<file path="src/rtl/atm_counter_pkg.sv">
// rtl/atm_counter_pkg.sv - shared types, widths and round-robin helper for the counter arbiter
package atm_counter_pkg;

  localparam int CTR_BUS_W = 32;
  localparam int CTR_W     = 64;
  localparam int IDX_W     = 3;

  typedef enum logic [1:0] {
    IDLE,
    LO_REQ,
    HI_REQ,
    RESP
  } arb_state_e;

  typedef struct packed {
    logic             found;
    logic [IDX_W-1:0] idx;
  } rr_pick_t;

  // First set bit at or above ptr, wrapping at n-1 back to 0.
  function automatic rr_pick_t rr_pick(input logic [7:0] req, input logic [IDX_W-1:0] ptr,
                                       input int n);
    rr_pick_t r;
    int       j;
    r = '0;
    for (int k = 0; k < 8; k++) begin
      j = (int'(ptr) + k) % n;
      if (k < n && !r.found && req[j]) begin
        r.found = 1'b1;
        r.idx   = IDX_W'(j);
      end
    end
    return r;
  endfunction

endpackage

</file>
<file path="src/rtl/atm_counter_arbiter_rr_arbiter.sv">
// rtl/atm_counter_arbiter_rr_arbiter.sv - combinational round-robin pick from request vector and pointer
module rr_arbiter
  import atm_counter_pkg::*;
#(
  parameter int NUM_REQ = 4
) (
  input  logic [NUM_REQ-1:0] req,
  input  logic [IDX_W-1:0]   ptr,
  output logic [IDX_W-1:0]   idx,
  output logic               found
);

  rr_pick_t pick;

  always_comb begin
    pick  = rr_pick(8'(req), ptr, NUM_REQ);
    idx   = pick.idx;
    found = pick.found;
  end

endmodule

</file>
<file path="src/rtl/atm_counter_arbiter.sv">
// rtl/atm_counter_arbiter.sv - shares a 64-bit counter read port as atomic lo/hi beat pairs
module atm_counter_arbiter
  import atm_counter_pkg::*;
#(
  parameter int NUM_REQ     = 4,
  parameter int ACK_TIMEOUT = 15
) (
  input  logic                 clk,
  input  logic                 rst,
  input  logic [NUM_REQ-1:0]   rd_req_i,
  output logic [NUM_REQ-1:0]   rsp_valid_o,
  output logic [CTR_W-1:0]     rsp_data_o,
  output logic                 rsp_err_o,
  output logic                 busy_o,
  output logic                 ctr_req_o,
  output logic                 ctr_atomic_o,
  input  logic                 ctr_ack_i,
  input  logic [CTR_BUS_W-1:0] ctr_count_i
);

  localparam int TMO_W = $clog2(ACK_TIMEOUT);

  arb_state_e           state;
  arb_state_e           state_nxt;
  logic [IDX_W-1:0]     rr_ptr;
  logic [IDX_W-1:0]     gnt_idx;
  logic [IDX_W-1:0]     pick_idx;
  logic                 pick_found;
  logic [CTR_BUS_W-1:0] lo;
  logic [CTR_BUS_W-1:0] hi;
  logic [TMO_W-1:0]     tcnt;
  logic                 err;
  logic                 expired;

  rr_arbiter #(.NUM_REQ(NUM_REQ)) u_rr (
    .req   (rd_req_i),
    .ptr   (rr_ptr),
    .idx   (pick_idx),
    .found (pick_found)
  );

  assign expired = (tcnt == TMO_W'(ACK_TIMEOUT - 1));

  always_ff @(posedge clk or posedge rst) begin
    if (rst) begin
      state   <= IDLE;
      rr_ptr  <= '0;
      gnt_idx <= '0;
      lo      <= '0;
      hi      <= '0;
      tcnt    <= '0;
      err     <= 1'b0;
    end else begin
      state <= state_nxt;
      case (state)
        IDLE: begin
          tcnt <= '0;
          err  <= 1'b0;
          if (pick_found) gnt_idx <= pick_idx;
        end
        LO_REQ, HI_REQ: begin
          // An ack landing in the expiry cycle is a normal ack.
          if (ctr_ack_i) begin
            tcnt <= '0;
            if (state == LO_REQ) lo <= ctr_count_i;
            else                 hi <= ctr_count_i;
          end else if (expired) begin
            tcnt <= '0;
            err  <= 1'b1;
          end else begin
            tcnt <= tcnt + TMO_W'(1);
          end
        end
        RESP: rr_ptr <= (gnt_idx == IDX_W'(NUM_REQ - 1)) ? '0 : gnt_idx + IDX_W'(1);
        default: ;
      endcase
    end
  end

  always_comb begin
    state_nxt = state;
    case (state)
      IDLE:    if (pick_found) state_nxt = LO_REQ;
      LO_REQ:  if (ctr_ack_i) state_nxt = HI_REQ;
               else if (expired) state_nxt = RESP;
      HI_REQ:  if (ctr_ack_i || expired) state_nxt = RESP;
      RESP:    state_nxt = IDLE;
      default: state_nxt = IDLE;
    endcase
  end

  always_comb begin
    ctr_req_o    = (state == LO_REQ) || (state == HI_REQ);
    ctr_atomic_o = (state == LO_REQ);
    busy_o       = (state != IDLE);
    rsp_valid_o  = '0;
    rsp_err_o    = 1'b0;
    rsp_data_o   = '0;
    if (state == RESP) begin
      rsp_valid_o = NUM_REQ'(1) << gnt_idx;
      rsp_err_o   = err;
      if (!err) rsp_data_o = {hi, lo};
    end
  end

endmodule

</file>
<file path="config.mk">
export PLATFORM = sky130hd
export DESIGN_NAME = atm_counter_arbiter
export DESIGN_NICKNAME = d
export VERILOG_FILES = /design/src/rtl/atm_counter_pkg.sv /design/src/rtl/atm_counter_arbiter_rr_arbiter.sv /design/src/rtl/atm_counter_arbiter.sv
export SDC_FILE = /design/constraint.sdc
export NUM_CORES = 1
export LEC_CHECK = 0
export ABC_AREA = 1
export BUFFER_PORTS_ARGS = -buffer_cell sky130_fd_sc_hd__buf_4
export CORE_MARGIN = 3
export CORE_UTILIZATION = 40
export CTS_CLUSTER_SIZE = 10
export DETAILED_ROUTE_END_ITERATION = 7
export PLACE_DENSITY = 0.63
export RECOVER_POWER = 100
export SLEW_MARGIN = 20
export SYNTH_ARGS = -nofsm -noshare
export SYNTH_HDL_FRONTEND = slang
export SYNTH_SLANG_ARGS = --single-unit
</file>
<file path="constraint.sdc">
create_clock -name clk -period 3.5 [get_ports clk]
set_clock_uncertainty 0.15 [all_clocks]
set_input_delay 0.7 -clock clk [delete_from_list [all_inputs] [get_ports clk]]
set_output_delay 0.7 -clock clk [all_outputs]
set_load 0.03 [all_outputs]
</file>
Yosys cells after proc, flatten, opt, wreduce, memory -nomap -nowiden
Cells that the tools add are included.
{"block": "op_classes", "n_addsub": 5, "magnitude_cmp": 4, "eq_ne": 10, "n_shift": 1, "n_mux": 31, "bitwise_logic": 4, "n_reduce_logical": 20}
{"operator": "64-bit two-way mux", "count": 2}
{"operator": "4-bit two-way mux", "count": 7}
{"operator": "3-bit by 5-bit less-than comparator with 1-bit output (second input constant)", "count": 3}
{"operator": "3-bit AND reduction", "count": 4}
{"operator": "1-bit two-way mux", "count": 10}
{"operator": "2-bit two-way mux", "count": 5}
{"operator": "1-bit binary-select mux with 3-bit select", "count": 3}
{"operator": "2-bit one-hot mux with 4 select lines", "count": 1}
{"operator": "4-bit one-hot mux with 2 select lines", "count": 1}
{"operator": "2-bit OR reduction", "count": 4}
{"operator": "2-bit inequality test (second input constant)", "count": 3}
{"operator": "2-bit by 1-bit adder with 2-bit output (second input constant)", "count": 2}
{"operator": "2-bit adder (second input constant)", "count": 2}
{"operator": "4-bit by 1-bit adder with 4-bit output (second input constant)", "count": 1}
{"operator": "2-bit equality test (second input constant)", "count": 2}
{"operator": "4-bit equality test (second input constant)", "count": 1}
{"operator": "2-bit by 4-bit less-than comparator with 1-bit output (second input constant)", "count": 1}
{"operator": "2-bit nonzero test", "count": 2}
{"operator": "1-bit by 3-bit << shifter with 4-bit output (first input constant)", "count": 1}
{"operator": "1-bit AND (first input constant)", "count": 3}
{"operator": "3-bit by 2-bit equality test with 1-bit output (second input constant)", "count": 1}
{"operator": "1-bit logical AND", "count": 3}
{"operator": "1-bit zero test", "count": 3}
{"operator": "3-bit by 1-bit inequality test with 1-bit output (second input constant)", "count": 1}
{"operator": "8 further kinds", "count": 9}
{"block": "word_totals", "ff_bits": 76, "wordCells": 82}

Depth between registers and ports, before layout
Gate-level depths: netlist of run 1.
{"block": "depth", "depth_word": 16, "mapped_depth": 12, "depth_no_buf": 11}

Hierarchy
Synthesis of run 1 repeated with hierarchy kept, for this count alone.
{"block": "hier_totals", "hier_cells": 542, "area_unflattened_um2": 4320.4}
{"module": "atm_counter_arbiter", "instances": 1, "cells_per_inst": 481, "area_per_inst_um2": 3990.1, "seq_area_each_um2": 1926.8}
{"module": "rr_arbiter", "instances": 1, "cells_per_inst": 61, "area_per_inst_um2": 330.3, "seq_area_each_um2": 0.0}

Least setup slack after synthesis of run 1
Ideal clock, no wire load.
{"block": "synth_timing", "path_type": "reg-to-output", "from": "reg state[0]", "to": "out rsp_data_o[0]", "t_arrival_ns": 1.510, "required_ns": 2.650, "setup_slack_ns": 1.140, "path_stages_with_launch": 6, "n_path_buf": 2, "path_cell_list": "dfrtp_1 ha_1 buf_2 nand2_1 clkbuf_1 nor2_1"}
{"block": "synth_via", "elab_chain_len": 2}
{"element": "start, declared", "line": "atm_counter_arbiter.sv:23", "source": "arb_state_e state;"}
{"element": "start signal, assigned", "line": "atm_counter_arbiter.sv:54", "source": "state <= state_nxt;"}
{"element": "2-bit equality test", "line": "atm_counter_arbiter.sv:99", "source": "if (state == RESP) begin"}
{"element": "64-bit two-way mux", "line": "atm_counter_arbiter.sv:99"}
{"element": "end, declared", "line": "atm_counter_arbiter.sv:12", "source": "output logic [CTR_W-1:0] rsp_data_o,"}
Every way passes these cells.

Worst setup path after layout of run 1
{"block": "layout_timing", "from": "reg state[1]", "to": "out rsp_data_o[23]"}
Same word-level chain as after synthesis.

==> results of run 1 <==
[report_power, final]
group | switching (mW) | internal (mW)
clock network | 0.300 | 0.397
logic | 1.43 | 0.608
registers | 0.251 | 1.27
total | 1.98 | 2.27
[synthesized netlist by cell type (all sizes together)]
master    n
xor2      1
o21ai    72
dfrtp    75
o211ai    1
nand4     1
nand2   136
nor2     70
nor3      2
a22oi     1
buf       3
clkbuf   18
ha       11
inv     122
a21oi     5
nand3    14
[flip-flops by register name, indices dropped and copies added (netlist names)]
| register | count |
|---|---|
| hi | 32 |
| lo | 32 |
| tcnt | 4 |
| gnt_idx | 2 |
| rr_ptr | 2 |
| state | 2 |
| err | 1 |
[cells by family (layout without fill, tap and decap cells)]
logic type	count (synthesis)	after routing	synth area share [%]
flops	75	75	47.8
xor+xnor	1	1	0.223
simple gates	223	223	24.2
compound gates	79	79	10.3
buf+inv	143	250	14.0
fa+ha+maj	11	11	3.51
[final cells by class]
| class | count | area share (%) |
|---|---|---|
| clock buffers | 10 | 2.65 |
| clock inverters | 5 | 1.64 |
| well taps | 129 | 3.35 |
| multi-input cells | 314 | 31.1 |
| inverters | 122 | 9.51 |
| repair buffers | 113 | 12.8 |
| flip-flops and latches | 75 | 39.0 |
[layer usage]
| metal | vias to the layer above | wire length (um) | part of all wire (%) | global-route usage (%) |
|---|---|---|---|---|
| met4 | 0 | 34 | 0.39 | 3.94 |
| met2 | 82 | 4130 | 47 | 28.3 |
| met5 | - | 0 | 0 | 0 |
| li1 | 1775 | - | - | - |
| met3 | 2 | 409 | 4.7 | 2.90 |
| met1 | 1520 | 4180 | 48 | 21.3 |
[layout by cell type, fill, tap and decap left out, types with 3 or more instances in the layout]
cell      netlist  final
nand2_1       122    121
nor2_1         68     69
ha_1           11     11
clkbuf_8        0      9
o21ai_0        70     70
clkbuf_1       18     46
nand3_2         3      3
nand2_4         6      6
a21oi_1         5      5
nand2_2         8      9
clkbuf_2        0     26
nand3_1        11     11
inv_1         119    120
dfrtp_1        75     75
buf_4           1     41
[worst max-delay path, delay by kind of cell, from the launching register on]
family | cells | cell delay [ps]
buf+inv | 2 | 590
simple gates | 2 | 610
flops | 1 | 430
fa+ha+maj | 1 | 380
[how the worst max path moves through the flow]
| stage | start | end | slack [ps] | cells after the start |
|---|---|---|---|---|
| after floorplan | rst | err | 740 | 1 |
| after global placement | state[0] | rsp_data_o[19] | 750 | 5 |
| after detailed placement | state[0] | rsp_data_o[28] | 680 | 5 |
| after CTS | state[1] | rsp_data_o[28] | 330 | 5 |
| after global routing | state[1] | rsp_data_o[56] | 50 | 5 |
| final | state[1] | rsp_data_o[23] | 320 | 5 |
==> results.yml, run 1 <==
logic_synthesis:
  post_synth_instance_area_sq_um: 3930
  ys_seq_area_share_pct: 47.8
  synth_area_leaders: "dfrtp_1, nand2_1, inv_1, o21ai_0, nor2_1"
  yosysWarnings: 0
  synth_largest_area_cell: "dfrtp_1"
  syn_inst: 532
  synth_top_area_share_pct: 47.8
  ys_ff_latch: 75
  syn_avg_cell_area_sq_um: 7.38
  yosysUniqueCellTypes: 25
  syn_nets: 582
layout:
  multi_input_area_sq_um: 1500
  area_growth_pct: 22.7
  fillers: 1032
  postLayoutCoreUtil_pct: 51.4
  postLayoutCellArea_sq_um: 4820
  n_antenna_cell: 0
  drive_gt1_share_pct: 16.3
  nets: 685
  fin_cells: 768
  seqCellArea_sq_um: 1880
clocking:
  cts_tree: "done"
  cts_buffers: 9
  root_buffer: "clkbuf_8"
  post_cts_buffers: 0
  clk_pin_slew_ps: 70
  ctsHtreeMaxLevel: 3
  clk_latency_ps: 320
  cts_sinks: 75
  postCtsHoldBufs: 0
  clk_path_buf_depth: 2
  cts-resized-gates: 0
placed_design:
  gp_congestion: 0.824
  place_ws_ps: 679
  portBuffers: 110
  placed_cell_area_sq_um: 4850
  hpwl_um: 6320
  placedCellCount: 753
grt:
  grt_pass1_wl_um: 15100
  grt.overflow.total: 0
  grt_use_total_pct: 16.4
  grt_pass1_vias: 3354
  grt_max_degree: 76
  antenna_found_initial: 0
worst_setup_path:
  cp_slowest_stage_delay_ps: 500
  r2r-end: "lo[18]"
  ff2ff_setup_slack_ps: 790
  worstPathRequired_ps: 2650
  critPathLaunchType: "register"
  critPathArrivalTime_ps: 2330
  crit_fanout: 39
  crit_path_cell_trace: "ha_1, nand2_2, buf_4, nor2_1, clkbuf_2"
  critPathSlowestCell: "nand2_2"
  path_class: "reg2out"
  r2r-start: "state[1]"
  rr_worst_depth: 4
  cp-end-kind: "output port"
die:
  initial_core_util_pct: 41.9
  die_w_um: 105
  rows: 35
  die_y_um: 105
  boundaryPins: 111
  core_sq_um: 9370
  dieArea_sq_um: 11000
timing:
  tns_ps: 0
  fmax_mhz: 314
  timing.hold.ws_ps: 335
  fin_ws_ps: 317
  slew_viol_final: 141
  min_period_over_period_pct: 90.9
  hold_violations: 0
  finalCriticalPeriod_ps: 3180
  worst-slew-pin-transition_ps: 1790
  setup-violations-final: 0
  grt_setup_unrepaired: "false"
  slew_headroom_pct: -19.5
power:
  power.density_nw_per_um2: 884
  p_leak_nw: 2.68
  vdd_drop_max_mv: 0.391
  totalPowerFinal_mw: 4.26
hold_path:
  hp-class: "reg2reg"
  hold_path_end: "hi[31]"
  min_path_cells: 2
  worst_hold_startpoint: "hi[31]"
routing:
  finalWirelength_um: 8750
  dr.pass1.iters: 4
  antenna_left: 0
  wl_per_cell_um: 11.4
  num_vias: 3379
  drc_errors: 0
  vias_per_cell: 4.40
  first_iter_violations: 151
flow_run:
  max_cap_violations: 2
run_status:
  violations: "capacitance limit, slew limit"
  outcome: "finished, violations left"
Note: power is estimated with default switching activity, not from simulation.
==> inputs of run 2 (changes only) <==
--- a/config.mk
+++ b/config.mk
@@ -11,9 +11,11 @@
 export CORE_UTILIZATION = 40
 export CTS_CLUSTER_SIZE = 10
 export DETAILED_ROUTE_END_ITERATION = 7
-export PLACE_DENSITY = 0.63
+export HOLD_SLACK_MARGIN = 0.02
+export PLACE_DENSITY = 0.62
 export RECOVER_POWER = 100
 export SLEW_MARGIN = 20
 export SYNTH_ARGS = -nofsm -noshare
 export SYNTH_HDL_FRONTEND = slang
+export SYNTH_HIERARCHICAL = 1
 export SYNTH_SLANG_ARGS = --single-unit
==> run 2 against run 1 <==
The flow still finishes with violations (capacitance limit, slew limit). Cell count rose by 2.1%. Design area grew 1.3%. Register-to-register slack improved by 40 ps. Area after synthesis grew 9.1%. Worst setup slack improved by 110 ps. Core utilization down 4.3 points. Flip-flop and latch count increased by 1. Critical path depth unchanged. Clock power up 5.7%. Via count up 1.7%. Critical endpoint unchanged.
==> results.yml, run 2 <==
power:
  p_sw_share_pct: 46.6
  p_clk_share_pct: 17.2
  power.switching_mw: 2.00
  combPwrFrac_pct: 47.1
  cell_internal_pwr_mw: 2.29
  seqPwrFrac_pct: 35.8
  power.density_nw_per_um2: 880
  vdd_drop_max_mv: 0.288
  p_leak_nw: 2.60
layout:
  multi_input_area_sq_um: 1520
  n_antenna_cell: 0
  mostFrequentLayoutCell: "inv_1"
  fillers: 1181
  area_growth_pct: 14.0
  nets: 694
  reg.largest.list: "hi: 32 flops, lo: 32 flops, tcnt: 4 flops"
  drive_gt1_share_pct: 12.7
  mostFrequentLayoutCells: "inv_1, nand2_1, nor2_1"
  seqCellArea_sq_um: 1900
  postLayoutCellArea_sq_um: 4880
grt:
  grt_pass1_wl_um: 14900
  grt_use_total_pct: 15.5
  antenna_found_initial: 0
  grt_max_degree: 65
  grt_pass1_vias: 3259
  grt.overflow.total: 0
placed_design:
  gp_congestion: 0.834
  portBuffers: 110
  placed_cell_area_sq_um: 5150
  hpwl_um: 6530
clocking:
  postCtsHoldBufs: 0
  ctsHtreeMaxLevel: 3
  root_buffer: "clkbuf_8"
  clk_pin_slew_ps: 80
  cts_buffers: 9
  cts-resized-gates: 0
  post_cts_buffers: 0
  cts_tree: "done"
  clk_path_buf_depth: 2
  clk_latency_ps: 330
  cts_sinks: 76
worst_setup_path:
  rr_worst_depth: 5
  cp-end-kind: "output port"
  critPathBufInv: 2
  r2r-end: "lo[24]"
  critPathSlowestCell: "dfrtp_1"
  cp_slowest_stage_delay_ps: 450
  cp_top_family: "buffers and inverters"
  critPathLaunchType: "register"
  ff2ff_setup_slack_ps: 830
  r2r-start: "state[1]"
  crit_fanout: 39
  path_class: "reg2out"
  crit_path_cell_trace: "ha_1, nand2_2, buf_12, nor2_1, clkbuf_1"
  critPathArrivalTime_ps: 2220
  worstPathRequired_ps: 2650
run_status:
  outcome: "finished, violations left"
  violations: "capacitance limit, slew limit"
die:
  core_sq_um: 10400
  die_y_um: 109
  die_w_um: 109
  dieArea_sq_um: 12000
  rows: 37
  initial_core_util_pct: 41.3
  boundaryPins: 111
routing:
  finalWirelength_um: 9090
  first_iter_violations: 124
  vias_per_cell: 4.38
  num_vias: 3436
  drc_errors: 0
  dr.pass1.iters: 4
  antenna_left: 0
  wl_per_cell_um: 11.6
hold_path:
  hp-class: "in2async"
logic_synthesis:
  syn_inst: 538
  post_synth_instance_area_sq_um: 4280
  yosysWarnings: 6
  syn_avg_cell_area_sq_um: 7.96
  syn_nets: 589
timing:
  slew_viol_final: 29
  finalCriticalPeriod_ps: 3070
  fmax_mhz: 325
  worst-slew-pin-transition_ps: 1560
  slew_headroom_pct: -3.97
  tns_ps: 0
  hold_violations: 0
  setup-violations-final: 0
  min_period_over_period_pct: 87.8
  grt_setup_unrepaired: "false"
flow_run:
  max_cap_violations: 1
==> run 2: layout make-up <==
class	count	area share [%]
Timing Repair Buffer	115	12.4
Clock buffer	11	2.69
Inverter	124	9.56
Clock inverter	5	1.74
Sequential cell	76	39.0
Tap cell	136	3.49
Multi-Input combinational cell	317	31.1
==> run 2: power by group through the flow <==
stage	sequential, mW	combinational, mW	clock [mW]
after CTS	1.54	2.48	0.753
after floorplan	1.47	2.00	0
after global routing	1.59	2.32	0.793
after global placement	1.53	2.44	0
after detailed placement	1.55	2.48	0
final	1.54	2.02	0.737
==> run 2: worst max-delay path by stage <==
stage             start        endpoint  slack [ps]  depth (start not counted)
2_1_floorplan       rst             err         710                          1
3_3_place_gp   state[1]  rsp_data_o[60]        1000                          5
3_5_place_dp   state[1]  rsp_data_o[23]         950                          5
4_1_cts        state[1]  rsp_data_o[23]         560                          5
5_1_grt        state[0]  rsp_data_o[59]         290                          5
6_report       state[1]  rsp_data_o[23]         430                          5
==> run 2: per-layer routing <==
layer | wire length, um | global-route usage, %
met2 | 4150 | 25.4
met5 | 0 | 0
met1 | 4330 | 20.7
met3 | 503 | 2.76
met4 | 105 | 5.16
==> run 2: through the flow <==
stage                     setup slack [ps]  instances  util, %  power, mW  hold slack, ps
after floorplan                        712        538        -       3.48             305
after global placement                 997        768     49.6       3.97             315
after detailed placement               950        768     49.6       4.03             319
after CTS                              564        784     51.7       4.77            57.4
after global routing                   285        784     47.1       4.71             129
final                                  425        784     47.1       4.29             121
==> run 2: worst reg2reg max path: cells and delay by family, from the launching register on <==
kind,cells,cell delay [ps]
compound gates,1,170
fa+ha+maj,1,270
simple gates,1,770
flops,1,450
buf+inv,2,710
==> inputs of run 3 (changes only) <==
--- a/config.mk
+++ b/config.mk
@@ -7,6 +7,7 @@
 export LEC_CHECK = 0
 export ABC_AREA = 1
 export BUFFER_PORTS_ARGS = -buffer_cell sky130_fd_sc_hd__buf_4
+export CORE_ASPECT_RATIO = 0.75
 export CORE_MARGIN = 3
 export CORE_UTILIZATION = 40
 export CTS_CLUSTER_SIZE = 10
==> run 3 against run 2 <==
Die area rose by 0.11%. Total power grew 7.6%. First-iteration DRC count rose by 3.2%. Clock power grew 30%. Worst setup slack improved by 93 ps. The flow still finishes with violations (capacitance limit, slew limit). Hold slack improved by 210 ps. Sequential share of layout area is 2.0 points lower. Global-route usage is 0.22 points higher. Register-to-register slack better by 180 ps. Non-clock buffer count stayed put. Clock-buffer cell count rose by 2.
==> results.yml, run 3 (synthesized netlist as in run 2, its figures left out) <==
run_status:
  violations: "capacitance limit, slew limit"
  outcome: "finished, violations left"
routing:
  wl_met2_um: 4180
  dr.pass1.iters: 4
  num_vias: 3438
  wl_met3_um: 467
  wl_per_cell_um: 11.8
  first_iter_violations: 128
  drc_errors: 0
  wl_met1_um: 4560
  finalWirelength_um: 9260
  top_layer_used: "met4"
  vias_per_cell: 4.39
  antenna_left: 0
timing:
  slew_headroom_pct: -24.6
  setup-violations-final: 0
  hold_violations: 0
  grt_setup_unrepaired: "false"
  worst-slew-pin-transition_ps: 1870
  slew_viol_final: 77
  finalCriticalPeriod_ps: 2980
  fmax_mhz: 335
  fin_ws_ps: 518
  tns_ps: 0
  min_period_over_period_pct: 85.2
worst_setup_path:
  rr_worst_depth: 5
  cp-end-kind: "output port"
  path_class: "reg2out"
  r2r-start: "state[1]"
  ff2ff_setup_slack_ps: 1010
  worstPathRequired_ps: 2650
  r2r-end: "lo[3]"
  critPathArrivalTime_ps: 2130
  critPathLaunchType: "register"
  crit_fanout: 23
power:
  vdd_drop_max_mv: 0.328
  p_leak_nw: 2.85
  p_sw_share_pct: 44.0
  totalPowerFinal_mw: 4.62
  power.density_nw_per_um2: 898
  power.switching_mw: 2.03
  combPwrFrac_pct: 45.9
  p_clk_share_pct: 20.7
  cell_internal_pwr_mw: 2.59
  seqPwrFrac_pct: 33.4
clocking:
  post_cts_buffers: 0
  cts-resized-gates: 0
  clk_path_buf_depth: 2
  clk_pin_slew_ps: 60
  root_buffer: "clkbuf_16"
  clk_latency_ps: 330
  cts_sinks: 76
  ctsHtreeMaxLevel: 3
  cts_buffers: 9
  cts_tree: "done"
  postCtsHoldBufs: 0
grt:
  grt_pass1_wl_um: 15400
  grt_use_total_pct: 15.7
  antenna_found_initial: 0
  grt_pass1_vias: 3281
  grt_max_degree: 77
  grt.overflow.total: 0
die:
  boundaryPins: 111
  dieArea_sq_um: 12000
  core_sq_um: 10400
  die_y_um: 95.6
  rows: 32
  initial_core_util_pct: 41.3
  die_w_um: 125
layout:
  mostFrequentLayoutCell: "inv_1"
  reg.largest.list: "hi: 32 flops, lo: 32 flops, tcnt: 4 flops"
  n_antenna_cell: 0
  area_growth_pct: 20.2
  drive_gt1_share_pct: 20.2
  mostFrequentLayoutCells: "inv_1, nand2_1, buf_4"
  postLayoutCellArea_sq_um: 5150
  nets: 694
hold_path:
  hp-class: "reg2reg"
  min_path_cells: 2
  worst_hold_startpoint: "lo[0]"
  hold_path_end: "lo[0]"
placed_design:
  placed_cell_area_sq_um: 5130
  place_ws_ps: 1040
  hpwl_um: 6620
  gp_congestion: 0.787
  portBuffers: 110
flow_run:
  max_cap_violations: 1
==> run 3: how the worst max path moves through the flow <==
stage	depth (start not counted)	slack (ps)	from	to
floorplan	1	710	rst	err
global placement	5	1090	state[0]	rsp_data_o[34]
detailed placement	5	1040	state[0]	rsp_data_o[33]
CTS	5	670	state[0]	rsp_data_o[33]
global route	5	310	state[0]	rsp_data_o[34]
finish	5	520	state[0]	rsp_data_o[57]
==> run 3: cell type report <==
cell class / instances / area, sq um
fillers: 1080 / 5220
repair buffers: 115 / 774
inverters: 124 / 465
clock inverters: 3 / 43.8
flip-flops and latches: 76 / 1900
multi-input cells: 317 / 1520
clock buffers: 13 / 270
well taps: 136 / 170
==> run 3: worst max-delay path, cell delays in order (launching register included) <==
cell     delay, ps
dfrtp_1        430
ha_1           280
nand2_1        450
buf_4          380
nor2_1          80
buf_4          170
==> run 3: metrics by stage <==
step                cells  utilization, %  hold WS (ps)
global placement      768            49.5           317
CTS                   784            52.5           333
finish                784            49.6           331
floorplan             538               -           305
detailed placement    768            49.5           318
global route          784            49.6           354
==> run 3: power by group through the flow <==
| stage | clock network [mW] | registers (mW) | logic (mW) |
|---|---|---|---|
| 2_1_floorplan | 0 | 1.47 | 2.00 |
| 3_3_place_gp | 0 | 1.54 | 2.43 |
| 3_5_place_dp | 0 | 1.56 | 2.48 |
| 4_1_cts | 0.980 | 1.55 | 2.49 |
| 5_1_grt | 1.02 | 1.60 | 2.42 |
| 6_report | 0.955 | 1.54 | 2.12 |
==> run 3: per-layer routing <==
layer | vias to the layer above | global-route usage, %
met5 | - | 0
met2 | 84 | 24.8
met1 | 1559 | 21.2
met3 | 6 | 4.70
li1 | 1789 | -
met4 | 0 | 4.33
